===== config.mk =====
export PLATFORM = sky130hd
export DESIGN_NAME = onehot_dec_3x8_seq
export DESIGN_NICKNAME = d
export VERILOG_FILES = /design/src/rtl/onehot_dec_pkg.sv /design/src/rtl/dec_3x8.sv /design/src/rtl/onehot_dec_3x8_seq.sv
export SDC_FILE = /design/constraint.sdc
export NUM_CORES = 1
export LEC_CHECK = 0
export CAP_MARGIN = 40
export CORE_ASPECT_RATIO = 1.2
export CORE_UTILIZATION = 41
export CTS_CLUSTER_SIZE = 28
export DETAILED_ROUTE_END_ITERATION = 6
export PLACE_DENSITY_LB_ADDON = 0.12
export SYNTH_ARGS = -nofsm -noshare
export SYNTH_HDL_FRONTEND = slang
export SYNTH_SLANG_ARGS = --single-unit

===== constraint.sdc =====
create_clock -name clk -period 4.1 [get_ports clk]
set_input_delay 0.82 -clock clk [delete_from_list [all_inputs] [get_ports clk]]
set_output_delay 0.82 -clock clk [all_outputs]
set_load 0.01 [all_outputs]

===== src/rtl/onehot_dec_pkg.sv =====
// Shared types and helpers for the sequential 3-to-8 one-hot decoder.
package onehot_dec_pkg;

    localparam int IN_W  = 3;
    localparam int OUT_W = 1 << IN_W;

    typedef enum logic [1:0] {
        IDLE,
        HOLD,
        GAP
    } state_e;

    function automatic logic [OUT_W-1:0] onehot(input logic [IN_W-1:0] code);
        logic [OUT_W-1:0] v;
        v       = '0;
        v[code] = 1'b1;
        return v;
    endfunction

endpackage


===== src/rtl/dec_3x8.sv =====
// Combinational code-to-line decoder; "none" forces an all-zero line.
module dec_3x8
    import onehot_dec_pkg::*;
(
    input  logic [IN_W-1:0]  code,
    input  logic             none,
    output logic [OUT_W-1:0] line
);

    always_comb begin
        line = none ? '0 : onehot(code);
    end

endmodule


===== src/rtl/onehot_dec_3x8_seq.sv =====
// Accepts a code via valid/ready, holds the one-hot line for hold_len cycles,
// then inserts a one-cycle all-zero gap before the next code can be taken.
module onehot_dec_3x8_seq #(
    parameter int  IN_W   = 3,
    parameter int  HOLD_W = 8,
    localparam int OUT_W  = 2 ** IN_W
) (
    input  logic              clk,
    input  logic              rst,
    input  logic              in_valid,
    output logic              in_ready,
    input  logic [IN_W-1:0]   in_code,
    input  logic              in_none,
    input  logic [HOLD_W-1:0] hold_len,
    input  logic              abort,
    output logic [OUT_W-1:0]  out,
    output logic              out_valid,
    output logic              done
);

    import onehot_dec_pkg::*;

    state_e              state_q, state_d;
    logic [HOLD_W-1:0]   cnt_q, cnt_d;
    logic [OUT_W-1:0]    out_q, out_d;
    logic                out_valid_q, out_valid_d;
    logic                done_q, done_d;
    logic [OUT_W-1:0]    dec_line;

    dec_3x8 u_dec (
        .code (in_code),
        .none (in_none),
        .line (dec_line)
    );

    // Ready depends only on state, so a source may hold in_valid high safely.
    assign in_ready = (state_q == IDLE) && !rst;

    always_comb begin
        state_d     = state_q;
        cnt_d       = cnt_q;
        out_d       = out_q;
        out_valid_d = out_valid_q;
        done_d      = 1'b0;

        case (state_q)
            IDLE: begin
                if (in_valid) begin
                    out_d       = dec_line;
                    // Counter holds remaining cycles after the first; 0 behaves as 1.
                    cnt_d       = (hold_len == '0) ? '0 : hold_len - HOLD_W'(1);
                    out_valid_d = 1'b1;
                    state_d     = HOLD;
                end
            end
            HOLD: begin
                if (abort) begin
                    out_d       = '0;
                    out_valid_d = 1'b0;
                    state_d     = GAP;
                end else if (cnt_q == '0) begin
                    out_d       = '0;
                    out_valid_d = 1'b0;
                    done_d      = 1'b1;
                    state_d     = GAP;
                end else begin
                    cnt_d = cnt_q - HOLD_W'(1);
                end
            end
            GAP: begin
                state_d = IDLE;
            end
            default: begin
                out_d       = '0;
                out_valid_d = 1'b0;
                state_d     = IDLE;
            end
        endcase
    end

    always_ff @(posedge clk or posedge rst) begin
        if (rst) begin
            state_q     <= IDLE;
            cnt_q       <= '0;
            out_q       <= '0;
            out_valid_q <= 1'b0;
            done_q      <= 1'b0;
        end else begin
            state_q     <= state_d;
            cnt_q       <= cnt_d;
            out_q       <= out_d;
            out_valid_q <= out_valid_d;
            done_q      <= done_d;
        end
    end

    assign out       = out_q;
    assign out_valid = out_valid_q;
    assign done      = done_q;

endmodule


## Word-level counts from Yosys, hierarchy flattened

Index checks and enable logic that the tools add are counted.

- Flip-flop bits (word level): 20
- Bits in latches: 0
- Memory bits (writable): 0
- ROM bits: 0
- Output and inout port bits: 11
- Logic and storage cells: 49
- Memories: 0

- Add/sub/neg operators: 2
- Multipliers: 0
- Div/mod/pow operators: 0
- $lt $le $gt $ge: 2
- Eq/ne operators: 6
- Shift operators: 0
- Muxes and demuxes: 23
- Bitwise operators: 1
- Reduce and logical (&&, ||, !) cells: 10

Operators with widths:

| kind | number |
|---|---|
| $mux 8 | 8 |
| $pmux 8 s3 | 1 |
| $logic_not 8->1 | 2 |
| $pmux 8 s2 | 1 |
| $sub 8x1->8 const B | 2 |
| $mux 1 | 7 |
| $mux 2 | 3 |
| $ne 2x2->1 const B | 3 |
| $lt 3x4->1 const B | 1 |
| $pmux 2 s2 | 1 |
| $reduce_and 4->1 | 1 |
| $demux 1 s3 | 1 |
| $ge 3x1->1 const B | 1 |
| $ne 3x3->1 const B | 1 |
| $pmux 1 s3 | 1 |
| $reduce_and 3->1 | 1 |
| $eq 2x1->1 const B | 1 |
| $eq 2x2->1 const B | 1 |
| $logic_and 1x1->1 | 2 |
| $logic_not 2->1 | 1 |
| $reduce_and 2->1 | 1 |
| $reduce_bool 2->1 | 1 |
| $logic_not 1->1 | 1 |
| $not 1->1 | 1 |

## Logic depth before layout (Yosys ltp)

Gate-level depths: netlist (run 1).

- Word-level depth: 7
- Depth in mapped cells: 7
- Gate-level depth less buffers: 6

## Cells and area by module

A second synthesis (run 1) with hierarchy kept.

- Cells, all modules: 120
- Area, all modules: 1208.7 um^2

Modules (own cells, without submodules):

| module | instances | cells each | area an instance (um^2) |
|---|---|---|---|
| onehot_dec_3x8_seq | 1 | 112 | 1127.3 |
| dec_3x8 | 1 | 8 | 81.3 |

## Worst setup path before layout (run 1)

Ideal clock, no wire load.

- Kind: input-to-reg
- Start: in hold_len[5]
- End: reg cnt_q[6]
- Library setup time: 0.122 ns
- Arrival time: 2.044 ns
- Slack: 1.935 ns
- Stages on the path: 4
- Cell sequence: nor4_1 > a21boi_0 > a311o_1 > a32o_1

- Cells in the longest elaborated chain, start to end: 4

Ends and longest elaborated chain:

| what | line | text |
|---|---|---|
| from (decl) | onehot_dec_3x8_seq.sv:14 | `input logic [HOLD_W-1:0] hold_len,` |
| $sub 8x1->8 or $logic_not 8->1 (tied branches) | onehot_dec_3x8_seq.sv:51 | `cnt_d = (hold_len == '0) ? '0 : hold_len - HOLD_W'(1);` |
| $mux 8 * | onehot_dec_3x8_seq.sv:51 |  |
| $mux 8 * | onehot_dec_3x8_seq.sv:48 | `if (in_valid) begin` |
| $pmux 8 s2 * | onehot_dec_3x8_seq.sv:46 | `case (state_q)` |
| to (signal assigned) | onehot_dec_3x8_seq.sv:90 | `cnt_q <= cnt_d;` |
| to (decl) | onehot_dec_3x8_seq.sv:24 | `logic [HOLD_W-1:0] cnt_q, cnt_d;` |

Mark *: on every way between the ends. The rest lies on a longest branch, timed or not. The select of a mux whose other input is x is not followed.
A chain may end at the register's enable or synchronous reset.

## Final worst setup path (run 1)

- Start: in rst
- End: out in_ready

- Cells in the longest elaborated chain, start to end: 2

Ends and longest elaborated chain:

| what | line | text |
|---|---|---|
| from (decl) | onehot_dec_3x8_seq.sv:9 | `input logic rst,` |
| $logic_not 1->1 (no line) | n/a |  |
| $logic_and 1x1->1 | onehot_dec_3x8_seq.sv:37 | `assign in_ready = (state_q == IDLE) && !rst;` |
| to (decl) | onehot_dec_3x8_seq.sv:11 | `output logic in_ready,` |

Every way passes these cells.

==> results of run 1 <==
-- synth_stat cells (all sizes together) (2+ instances only) --
master	count	area (um^2)
inv	11	41.29
or3	2	12.51
o2bb2ai	4	35.03
dfrtp	20	500.5
a32o	6	60.06
nand2	5	18.77
nand2b	2	12.51
nor3b	3	22.52
o311ai	2	17.52
ha	4	50.05
a22o	4	36.29
o22ai	7	43.79
nor3	6	30.03
a21oi	2	10.01
a21o	3	22.52
nor2	5	18.77
xnor2	3	26.28
o31ai	2	15.01
or4	4	30.03
o21ai	5	25.02
nand3	2	10.01
a211oi	2	20.02
nor4	2	12.51
buf	3	21.27
-- layout by cell type (no fill, tap or decap), types with 2 or more instances in the layout --
cell / count
a21o_1: 3
a21oi_1: 2
a22o_1: 3
a32o_1: 6
clkbuf_4: 3
clkdlybuf4s50_1: 26
dfrtp_1: 20
ha_1: 4
inv_1: 11
nand2_1: 5
nand2b_1: 2
nand3_1: 2
nor2_1: 5
nor3_1: 6
nor3b_1: 3
nor4_1: 2
o21ai_0: 5
o22ai_1: 7
o2bb2ai_1: 4
o311ai_1: 2
o31ai_1: 2
or3_1: 2
or4_1: 4
xnor2_1: 3
-- sequential cells by signal, indices dropped and copies added (netlist names) --
name / cells
cnt_q: 8
out: 8
state_q: 2
done: 1
out_valid: 1
-- logic make-up (layout without fill, tap and decap cells) --
| logic type | count (synthesis) | after routing | share of synthesized area [%] |
|---|---|---|---|
| XOR/XNOR | 3 | 3 | 2.204 |
| buffers and inverters | 14 | 40 | 5.247 |
| flip-flops | 20 | 20 | 41.97 |
| multiplexers | 1 | 1 | 0.9443 |
| adder cells (fa/ha/maj) | 4 | 4 | 4.197 |
| AND/OR/NAND/NOR | 36 | 36 | 17.94 |
| AO/OA/AOI/OAI | 42 | 42 | 27.49 |
-- layer usage --
| layer | part of all wire, % | up-vias |
|---|---|---|
| met3 | 3.5 | 4 |
| met5 | 0 | - |
| li1 | - | 524 |
| met2 | 53 | 35 |
| met1 | 42 | 510 |
| met4 | 1.5 | 0 |
-- worst paths after layout --
check,from,to,depth (start not counted)
worst max-delay path,rst,in_ready,3
worst min-delay path,out_valid$_DFFE_PP0P_,out_valid$_DFFE_PP0P_,1
worst max register to register,cnt_q[0]$_DFFE_PP0P_,cnt_q[1]$_DFFE_PP0P_,6
worst min register to register,out_valid$_DFFE_PP0P_,out_valid$_DFFE_PP0P_,1
max in group asynchronous,rst,out[4]$_DFFE_PP0P_,2
min in group asynchronous,rst,done$_DFF_PP0_,2
-- stage by stage --
stage | power (mW) | hold WS, ns | cells
detailed placement | 0.6701 | 0.4666 | 177
global route | 0.8248 | 0.5313 | 180
floorplan | 0.5667 | 0.5031 | 120
global placement | 0.6665 | 0.4635 | 177
finish | 0.7612 | 0.4882 | 180
CTS | 0.7619 | 0.4915 | 180
-- power groups by stage --
stage,registers (mW),clock network (mW),logic [mW]
detailed placement,0.322,0,0.348
finish,0.321,0.0919,0.348
global route,0.333,0.103,0.389
floorplan,0.311,0,0.256
global placement,0.321,0,0.345
CTS,0.318,0.0938,0.350
-- layout make-up --
cell class                 count  area (um^2)
tap                           34        42.54
sequential                    20        500.5
timing repair buffer          26        260.3
multi-input combinational     86        629.4
fill                         280         1289
clock buffer                   3        22.52
inverter                      11        41.29
==> run metrics, run 1 <==
status=finished clean; DRT Pass-1 Iters=4; Max stage delay on crit path=between 0.5 and 0.6 ns; Final min period=2.758 ns; f_max=~0.36 GHz; CP Max Fanout=2; final setup fails=0; relative slew slack=49.77%; clk sink count=20; Synth warnings=0; nets=168; initial antenna violation count=0; Slew Viols, Final=0; antenna viol nets, final=0; CP Launch Type=input port; Placement Rows=21; setup tns final=0 ns; total track usage=19.92%; via count=1,073; cts hold-fix bufs=0; CTS clk-pin slew, worst paths=0.10 ns; Buf+Inv Stages, Crit Path=2; WL/cell=15.24 um; synthesized net count=140; CTS Buf Count=3; largest net degree at the start of global routing=21; post-CTS setup buffers=0; Worst Skew=between 0.0006 and 0.0007 ns; VDD IR-drop max=0.2254 mV; Post-synth ARST share=100.0%; PortBufs=26; cells along the critical path=clkdlybuf4s50_1, nor3_1, clkdlybuf4s50_1; Post-DP Area=1474 um^2; HPWL after detailed placement=between 2000 and 2500 um; fin worst setup slack=roughly 1.3 ns; global routing's busiest layer=met2; Worst EP required=3.28 ns; CTS Buffer Depth=2; Syn Area/Cell=9.937 um^2; Die Span Y=61.08 um; crit path kind=in -> out; fin crit share=approximately two thirds; Yosys cell types=38; clock root buffer=clkbuf_4; first-pass GRT wire length=~4500 um; flop2flop setup slack=roughly 1.8 ns; Pint=between 0.4 and 0.5 mW; Worst EP arrival=1.94 ns; Final Hold Fails=0; Switching Share=40.37%; Detailed Route Iter0 Violations=30; Worst Setup End Kind=output pin; IO Pins=27; Cell Area, Synth=1192 um^2; TritonCTS clock tree=yes; DP Worst Slack=between 1 and 1.5 ns; slowest CP cell=clkdlybuf4s50_1; Comb power frac=45.8%; Vias/cell=slightly below 6; layout cells sized above 1=a little under 7%; WL final=2743 um; slew at the pin closest to its max-slew limit=0.7527 ns; Synth Instances=120; Die ar.=between 3000 and 4000 um^2; global route total overflow=0; H-tree depth=1; Final Wtd Congestion=0.8125; largest delay contributor family on the critical path=buffers and inverters; RSZ-0062 raised after global routing=no; P_sw=0.3073 mW; leakage power=0.6071 nW; crit-path most repeated cell=clkdlybuf4s50_1; Reg power frac=42.1%; post-route cell area=1496 um^2; die width=51.23 um; diodes inserted=0; GR met2 Demand/Resource=36.65%; Clk pwr share=roughly an eighth; EDFF count, synth=0; Yosys reg bits=20; pwr/cell area=508.7 nW/um^2; # DRC=0; post-synthesis sequential area ratio=between 40% and 50%; final core occ=53.73%; global routing usage on met3=1.728%; synthesis-to-layout area growth=25.50%; max_cap viols=0; top_reg_cell synth=dfrtp_1; Skew-Pair Late Insertion Delay=roughly 0.30 ns; core area=2785 um^2; vias in the first global route=approximately 1,000; starting density of the core=42.81%; grt met1 use=22.59%; post-CTS sizing=0; Hold Crit Class=reg -> reg
Power figures use the tool's default switching activity.
==> inputs of run 2 (changes only) <==
==> constraint.sdc (replaced) <==
create_clock -name clk -period 2.3 [get_ports clk]
set_input_delay 0.46 -clock clk [delete_from_list [all_inputs] [get_ports clk]]
set_output_delay 0.46 -clock clk [all_outputs]
set_load 0.01 [all_outputs]
==> run metrics, run 2 (synthesis results as in run 1) <==
Final Wtd Congestion=0.7966 (was 0.8125); slowest CP cell=clkdlybuf4s50_1 (unchanged); vias in the first global route=1,040 (was 1,013); Switching Share=39.96% (was 40.37%); Hold Crit Class=in -> async (was reg -> reg); via count=1,087 (was 1,073); setup tns final=0 ns (unchanged); Max stage delay on crit path=0.57 ns (was 0.56 ns); final setup fails=0 (unchanged); Worst EP arrival=1.63 ns (was 1.94 ns); VDD IR-drop max=0.4610 mV (was 0.2254 mV); fin crit share=between 90% and 100%; Post-DP Area=1519 um^2 (was 1474 um^2); Filler Cell Count=270 (was 280); post-route cell area=1541 um^2 (was 1496 um^2); Skew-Pair Late Insertion Delay=0.29 ns (was 0.30 ns); Vias/cell=5.844 (was 5.961); WL/cell=15.43 um (was 15.24 um); slew at the pin closest to its max-slew limit=0.4511 ns (was 0.7527 ns); f_max=around 0.48 GHz; flop2flop setup slack=0.27 ns (was 1.81 ns); post-CTS sizing=0 (unchanged); Final min period=2.091 ns; PortBufs=26 (unchanged); global routing usage on met3=1.481% (was 1.728%); Pint=0.8422 mW (was 0.4539 mW); clock root buffer=clkbuf_4 (unchanged); layout cells sized above 1=10.53% (was 6.849%); first-pass GRT wire length=4643 um (was 4478 um); die width=51.23 um (unchanged); Clk pwr share=11.4% (was 12.1%); GR met2 Demand/Resource=40.04% (was 36.65%); relative slew slack=69.70% (was 49.77%); Placement Rows=21 (unchanged); IO Pins=27 (unchanged); initial antenna violation count=0 (unchanged); final core occ=55.35% (was 53.73%); grt met1 use=21.93% (was 22.59%); CTS clk-pin slew, worst paths=0.10 ns (about the same); cts hold-fix bufs=0 (unchanged); Die Span Y=61.08 um (unchanged); core area=2785 um^2 (unchanged); r2r worst-path depth=6 (unchanged); total power draw=1.403 mW (was 0.7612 mW); CTS Buf Count=3 (unchanged); pwr/cell area=909.9 nW/um^2 (was 508.7 nW/um^2); Comb power frac=47.7% (was 45.8%); WL final=2870 um (was 2743 um); crit path kind=in -> out (unchanged); Die ar.=3129 um^2 (unchanged); Worst Setup End Kind=output pin (unchanged); antenna viol nets, final=0 (unchanged); most frequent cells in the layout=26 x clkdlybuf4s50_1, 20 x dfrtp_1, 11 x inv_1 (unchanged); largest net degree at the start of global routing=17 (was 21); synthesis-to-layout area growth=29.28% (was 25.50%); diodes inserted=0 (unchanged); leakage power=0.6377 nW (was 0.6071 nW); Detailed Route Iter0 Violations=21 (was 30); HPWL after detailed placement=2235 um (was 2129 um); max_cap viols=0 (unchanged); CTS Buffer Depth=2 (unchanged); RSZ-0062 raised after global routing=no (unchanged); CP Launch Type=input port (unchanged); nets=174 (was 168); starting density of the core=42.81% (unchanged); total track usage=20.59% (was 19.92%); H-tree depth=1 (unchanged); post-CTS setup buffers=0 (unchanged); Reg power frac=40.9% (was 42.1%); cells along the critical path=clkdlybuf4s50_1, nor3_1, clkdlybuf4s50_1 (unchanged); clk sink count=20 (unchanged); TritonCTS clock tree=yes (unchanged); Worst EP required=1.84 ns (was 3.28 ns); Critical R2R Capture=cnt_q[6]$_DFFE_PP0P_ (was cnt_q[1]$_DFFE_PP0P_); P_sw=0.5604 mW (was 0.3073 mW); # DRC=0 (unchanged); crit-path most repeated cell=clkdlybuf4s50_1 (unchanged); Slew Viols, Final=0 (unchanged); fin worst setup slack=0.2089 ns (was 1.342 ns); DP Worst Slack=0.003562 ns (was 1.273 ns); worst reg2reg path startpoint=cnt_q[0]$_DFFE_PP0P_ (unchanged); status=finished clean (unchanged); Final Hold Fails=0 (unchanged); DRT Pass-1 Iters=4 (unchanged); global routing's busiest layer=met2 (unchanged); global route total overflow=0 (unchanged); Worst Skew=0.002989 ns (was 0.0006368 ns); commonest non-fill, non-tap cell in the layout=clkdlybuf4s50_1 (unchanged); CP Max Fanout=2 (unchanged)
run 2: layout make-up:
class / instances / area, um^2 / share of cell area [%]
Clock buffer: 3 / 22.52 / 1.461
Inverter: 11 / 41.29 / 2.679
Multi-Input combinational cell: 86 / 629.4 / 40.83
Sequential cell: 20 / 500.5 / 32.47
Tap cell: 34 / 42.54 / 2.760
Timing Repair Buffer: 32 / 305.3 / 19.81
run 2: routing by layer:
metal | vias to the layer above | routed length (um)
met2 | 31 | 1513
met4 | 0 | 64
li1 | 537 | -
met3 | 6 | 72
met5 | - | 0
met1 | 513 | 1219
run 2: metrics by stage:
| stage | hold slack, ns | std cells |
|---|---|---|
| after floorplan | 0.4238 | 120 |
| after global placement | 0.4629 | 183 |
| after detailed placement | 0.4739 | 183 |
| after CTS | 0.3890 | 186 |
| after global routing | 0.3890 | 186 |
| final | 0.3935 | 186 |
run 2: power groups by stage:
stage,Sequential [mW],Combinational (mW),Clock (mW)
after floorplan,0.554,0.456,0
after global placement,0.574,0.655,0
after detailed placement,0.575,0.662,0
after CTS,0.570,0.666,0.165
after global routing,0.588,0.734,0.185
final,0.574,0.669,0.160
run 2: worst max-delay path, delay by kind of cell:
family	cells	cell delay (ns)
and+or+nand+nor	1	0.17
buffers and inverters	2	1.00
run 2: how the worst max path moves through the flow:
stage	end	from	slack (ns)
3_5_place_dp	cnt_q[1]$_DFFE_PP0P_	hold_len[0]	0.004
4_1_cts	in_ready	rst	0.20
3_3_place_gp	cnt_q[7]$_DFFE_PP0P_	hold_len[2]	0.05
6_report	in_ready	rst	0.21
5_1_grt	out[4]$_DFFE_PP0P_	cnt_q[0]$_DFFE_PP0P_	0.17
2_1_floorplan	cnt_q[1]$_DFFE_PP0P_	cnt_q[0]$_DFFE_PP0P_	0.34
==> inputs of run 3 (changes only) <==
--- a/config.mk
+++ b/config.mk
@@ -10,6 +10,7 @@
 export CORE_UTILIZATION = 41
 export CTS_CLUSTER_SIZE = 28
 export DETAILED_ROUTE_END_ITERATION = 6
+export MAX_ROUTING_LAYER = met4
 export PLACE_DENSITY_LB_ADDON = 0.12
 export SYNTH_ARGS = -nofsm -noshare
 export SYNTH_HDL_FRONTEND = slang
==> run metrics, run 3 (synthesis results as in run 1) <==
vias in the first global route=1,043 (was 1,040); diodes inserted=0 (unchanged); synthesis-to-layout area growth=29.28% (unchanged); WL/cell=15.37 um (was 15.43 um); relative slew slack=69.69% (was 69.70%); Die ar.=3129 um^2 (unchanged); Multi-input gate area=629.4 um^2 (unchanged); global route total overflow=0 (unchanged); total power draw=1.400 mW (was 1.403 mW); CTS Buf Count=3 (unchanged); Final Wtd Congestion=0.8080 (was 0.7966); Final min period=2.091 ns (about the same); Filler Cell Count=270 (unchanged); via count=1,075 (was 1,087); final setup fails=0 (unchanged); VDD IR-drop max=0.4607 mV (was 0.4610 mV); worst reg2reg path startpoint=cnt_q[0]$_DFFE_PP0P_ (unchanged); setup tns final=0 ns (unchanged); die width=51.23 um (unchanged); # DRC=0 (unchanged); FF+latch area=500.5 um^2 (unchanged); Hold Crit Class=in -> async (unchanged); f_max=0.4782 GHz (unchanged); leakage power=0.6377 nW (unchanged); Slew Viols, Final=0 (unchanged); max_cap viols=0 (unchanged); post-CTS sizing=0 (unchanged); Skew-Pair Late Insertion Delay=0.29 ns (about the same); Placement Rows=21 (unchanged); cells along the critical path=clkdlybuf4s50_1, nor3_1, clkdlybuf4s50_1 (unchanged); CTS clk-pin slew, worst paths=0.10 ns (about the same); Buf+Inv Stages, Crit Path=2 (unchanged); antenna viol nets, final=0 (unchanged); Final Hold Fails=0 (unchanged); commonest non-fill, non-tap cell in the layout=clkdlybuf4s50_1 (unchanged); Die Span Y=61.08 um (unchanged); Worst Setup End Kind=output pin (unchanged); post-CTS setup buffers=0 (unchanged); clk sink count=20 (unchanged); PortBufs=26 (unchanged); nets=174 (unchanged); Worst EP arrival=1.63 ns (about the same); core area=2785 um^2 (unchanged); layout cells sized above 1=10.53% (unchanged); Worst EP required=1.84 ns (about the same); TritonCTS clock tree=yes (unchanged); status=finished clean (unchanged); total track usage=21.32% (was 20.59%); starting density of the core=42.81% (unchanged); clock root buffer=clkbuf_4 (unchanged); slew at the pin closest to its max-slew limit=0.4511 ns (about the same); crit-path most repeated cell=clkdlybuf4s50_1 (unchanged); Max stage delay on crit path=0.57 ns (about the same); largest net degree at the start of global routing=17 (unchanged); slowest CP cell=clkdlybuf4s50_1 (unchanged); crit path launch=rst (unchanged); CP Max Fanout=2 (unchanged); Vias/cell=5.780 (was 5.844); crit path kind=in -> out (unchanged); first-pass GRT wire length=4650 um (was 4643 um); CTS Buffer Depth=2 (unchanged); pwr/cell area=908.3 nW/um^2 (was 909.9 nW/um^2); Worst Skew=0.002658 ns (was 0.002989 ns); CP Launch Type=input port (unchanged); WL final=2858 um (was 2870 um); DRT Pass-1 Iters=4 (unchanged); most frequent cells in the layout=26 x clkdlybuf4s50_1, 20 x dfrtp_1, 11 x inv_1 (unchanged); initial antenna violation count=0 (unchanged); fin crit share=90.92% (about the same); flop2flop setup slack=0.27 ns (about the same); Detailed Route Iter0 Violations=17 (was 21); IO Pins=27 (unchanged); cts hold-fix bufs=0 (unchanged); largest delay contributor family on the critical path=buffers and inverters (unchanged); H-tree depth=1 (unchanged); RSZ-0062 raised after global routing=no (unchanged); HPWL after detailed placement=2235 um (unchanged)
[run 3: cell counts in the layout (fill, tap and decap cells not counted)]
No cell type changed its count.
[run 3: layout make-up]
type                       count  share of cell area, %
timing repair buffer          32                  19.81
multi-input combinational     86                  40.83
clock buffer                   3                  1.461
tap                           34                  2.760
sequential                    20                  32.47
inverter                      11                  2.679
[run 3: metrics by stage]
stage,setup slack [ns],hold WS [ns],utilization (%),instances,instance area (um^2)
6_report,0.2089,0.3969,55.35,186,1541
4_1_cts,0.2022,0.3890,55.35,186,1541
5_1_grt,0.1685,0.3890,55.35,186,1541
3_3_place_gp,0.05272,0.4629,54.54,183,1519
2_1_floorplan,0.3434,0.4238,-,120,1192
3_5_place_dp,0.003562,0.4739,54.54,183,1519
[run 3: worst paths after layout]
| path | end | cells after the start |
|---|---|---|
| worst min-delay path | cnt_q[7]$_DFFE_PP0P_ | 2 |
| worst max register to register | cnt_q[6]$_DFFE_PP0P_ | 6 |
| max in group asynchronous | cnt_q[2]$_DFFE_PP0P_ | 3 |
| worst min register to register | out_valid$_DFFE_PP0P_ | 1 |
| min in group clk | out_valid$_DFFE_PP0P_ | 1 |
| worst max-delay path | in_ready | 3 |
[run 3: layer usage]
layer / routed length (um) / up-vias / track usage, %
li1: - / 535 / -
met1: 1207 / 511 / 22.08
met2: 1550 / 27 / 40.04
met3: 69 / 2 / 1.481
met4: 30 / 0 / 11.97
met5: 0 / - / -
[run 3: power breakdown]
| group | switching [mW] | leakage [nW] | internal (mW) |
|---|---|---|---|
| Sequential | 0.121 | 0.259 | 0.453 |
| Combinational | 0.339 | 0.364 | 0.328 |
| Clock | 0.0974 | 0.0138 | 0.0609 |
| Total | 0.558 | 0.638 | 0.842 |
==> RTL edit: new RTL, config.mk and constraints of run 3 <==
Re-encode `state_e` (3 states) as one-hot, 3 bits wide.
--- a/src/rtl/onehot_dec_pkg.sv
+++ b/src/rtl/onehot_dec_pkg.sv
@@ -4,10 +4,10 @@
     localparam int IN_W  = 3;
     localparam int OUT_W = 1 << IN_W;
 
-    typedef enum logic [1:0] {
-        IDLE,
-        HOLD,
-        GAP
+    typedef enum logic [2:0] {
+        IDLE = 3'b001,
+        HOLD = 3'b010,
+        GAP  = 3'b100
     } state_e;
 
     function automatic logic [OUT_W-1:0] onehot(input logic [IN_W-1:0] code);
Check against the original RTL: same outputs for any inputs over 10 cycles, from zero or initial values and one cycle with rst high; not proved beyond that.
==> RTL edit against run 3 <==
- sequential cell count rose by 1
- wire length rose by 17%
- design area rose by 17%
- area after synthesis rose by 8.8%
- the run now ends with DRC left
- setup slack got worse by 120 ps
- power rose by 15%
- utilization rose by 4.0 points
- die area rose by 8.5%
==> RTL edit: results (changes against run 3) <==
Routing
  • Post-route DRC: 2 (+2)
  • WL/cell: 15.6 µm (+1.5%)
  • Via density: 5.86 (+1.4%)
  • Post-Route M1 WL: 1240 µm (+2.6%)
  • Met2 wire length: 1900 µm (+22%)
  • Drt first pass iters: 6 (+2)
  • First-iteration detailed-routing DRC count: 68 (+51)

Clock network
  • CTS resizes: 3 (+3)
  • CTS clock-pin slew for the worst setup and hold paths: 120 ps (+20 ps)
  • Skew-Pair Late Insertion Delay: 310 ps (+20 ps)

GRT
  • GR Util met3: 3.14% (+1.7 points)
  • Total Routing Usage GR: 22.7% (+1.4 points)
  • GR Util met2: 42.5% (+2.5 points)
  • Vias in the first global route: 1292 (+24%)
  • First-pass GRT wire length: 5510 µm (+19%)
  • Global routing usage on met1: 22.1% (+0.055 points)
  • Largest net degree at the start of global routing: 18 (+1)

Placement
  • Worst slack, placed: -415 ps (-418 ps)

Cells and area
  • Layout cell share with drive strength beyond 1: 27.5% (+17 points)
  • Filler instances: 280 (+3.7%)
  • Layout Cells excl Fill: 214 (+15%)
  • # nets final: 199 (+14%)
  • Final instance area: 1800 µm² (+17%)

Synth
  • Part of the Yosys area used for sequential elements: 40.6% (-1.4 points)
  • Adder-cell area share of the yosys netlist: 3.86% (-0.34 points)
  • Commonest cells in the netlist: dfrtp_1, inv_1, nor2_1, o21ai_0, o22ai_1
  • Compound-Gate Fraction of Synth Area: 22.7% (-4.8 points)
  • Post-synthesis mux area share: 6.36% (+5.4 points)
  • Synth top area cells: dfrtp_1, mux2_4, a32o_1, ha_1, inv_1
  • Post-Syn Area per Cell: 10.1 µm² (+2.0%)
  • Post-synthesis xor/xnor area fraction: 0% (-2.2 points)

Worst setup path
  • Worst-path cell with the longest stage delay: or4_4
  • Worst reg2reg path depth: 5 (-1)
  • Top delay family on crit path: compound AO/OA/AOI/OAI gates
  • Crit path capture: out[4]$_DFFE_PP0P_
  • Max FO, Critical Path: 7 (+5)
  • Reg2reg end: out[4]$_DFFE_PP0P_

STA
  • Final setup skew: 11.6 ps (+8.97 ps)
  • Fmax: 452 MHz (-5.6%)

Power
  • Max VDD drop: 0.561 mV (+22%)
  • Seq. pwr: 0.598 mW (+4.0%)
  • Comb pwr: 0.840 mW (+26%)

Run status
  • Violated checks: DRC
  • Run status: finished with violations
RTL edit: cell types whose count changed after synthesis, sizes merged, moves of 2 or more:
cell,change
and3,+2
xnor2,-3
nand2,-2
mux2,+5
clkbuf,+3
a211oi,-2
nor2,+2
nor4b,+2
o21ai,+2
a22o,-3
or3b,+2
RTL edit: cell type report:
class,count,share of cell area [%]
flip-flops and latches,21,29.3
repair buffers,51,24.9
clock buffers,4,1.46
inverters,11,2.30
multi-input cells,91,39.6
well taps,36,2.51
RTL edit: worst min-delay path by stage:
stage | slack [ps] | to | cells after the start | startpoint
floorplan | 440 | cnt_q[0]$_DFFE_PP0P_ | 1 | rst
global placement | 470 | out_valid$_DFFE_PP0P_ | 1 | out_valid$_DFFE_PP0P_
detailed placement | 470 | out_valid$_DFFE_PP0P_ | 1 | out_valid$_DFFE_PP0P_
CTS | 490 | out[7]$_DFFE_PP0P_ | 2 | rst
global route | 500 | out[7]$_DFFE_PP0P_ | 2 | rst
finish | 470 | out[7]$_DFFE_PP0P_ | 2 | rst
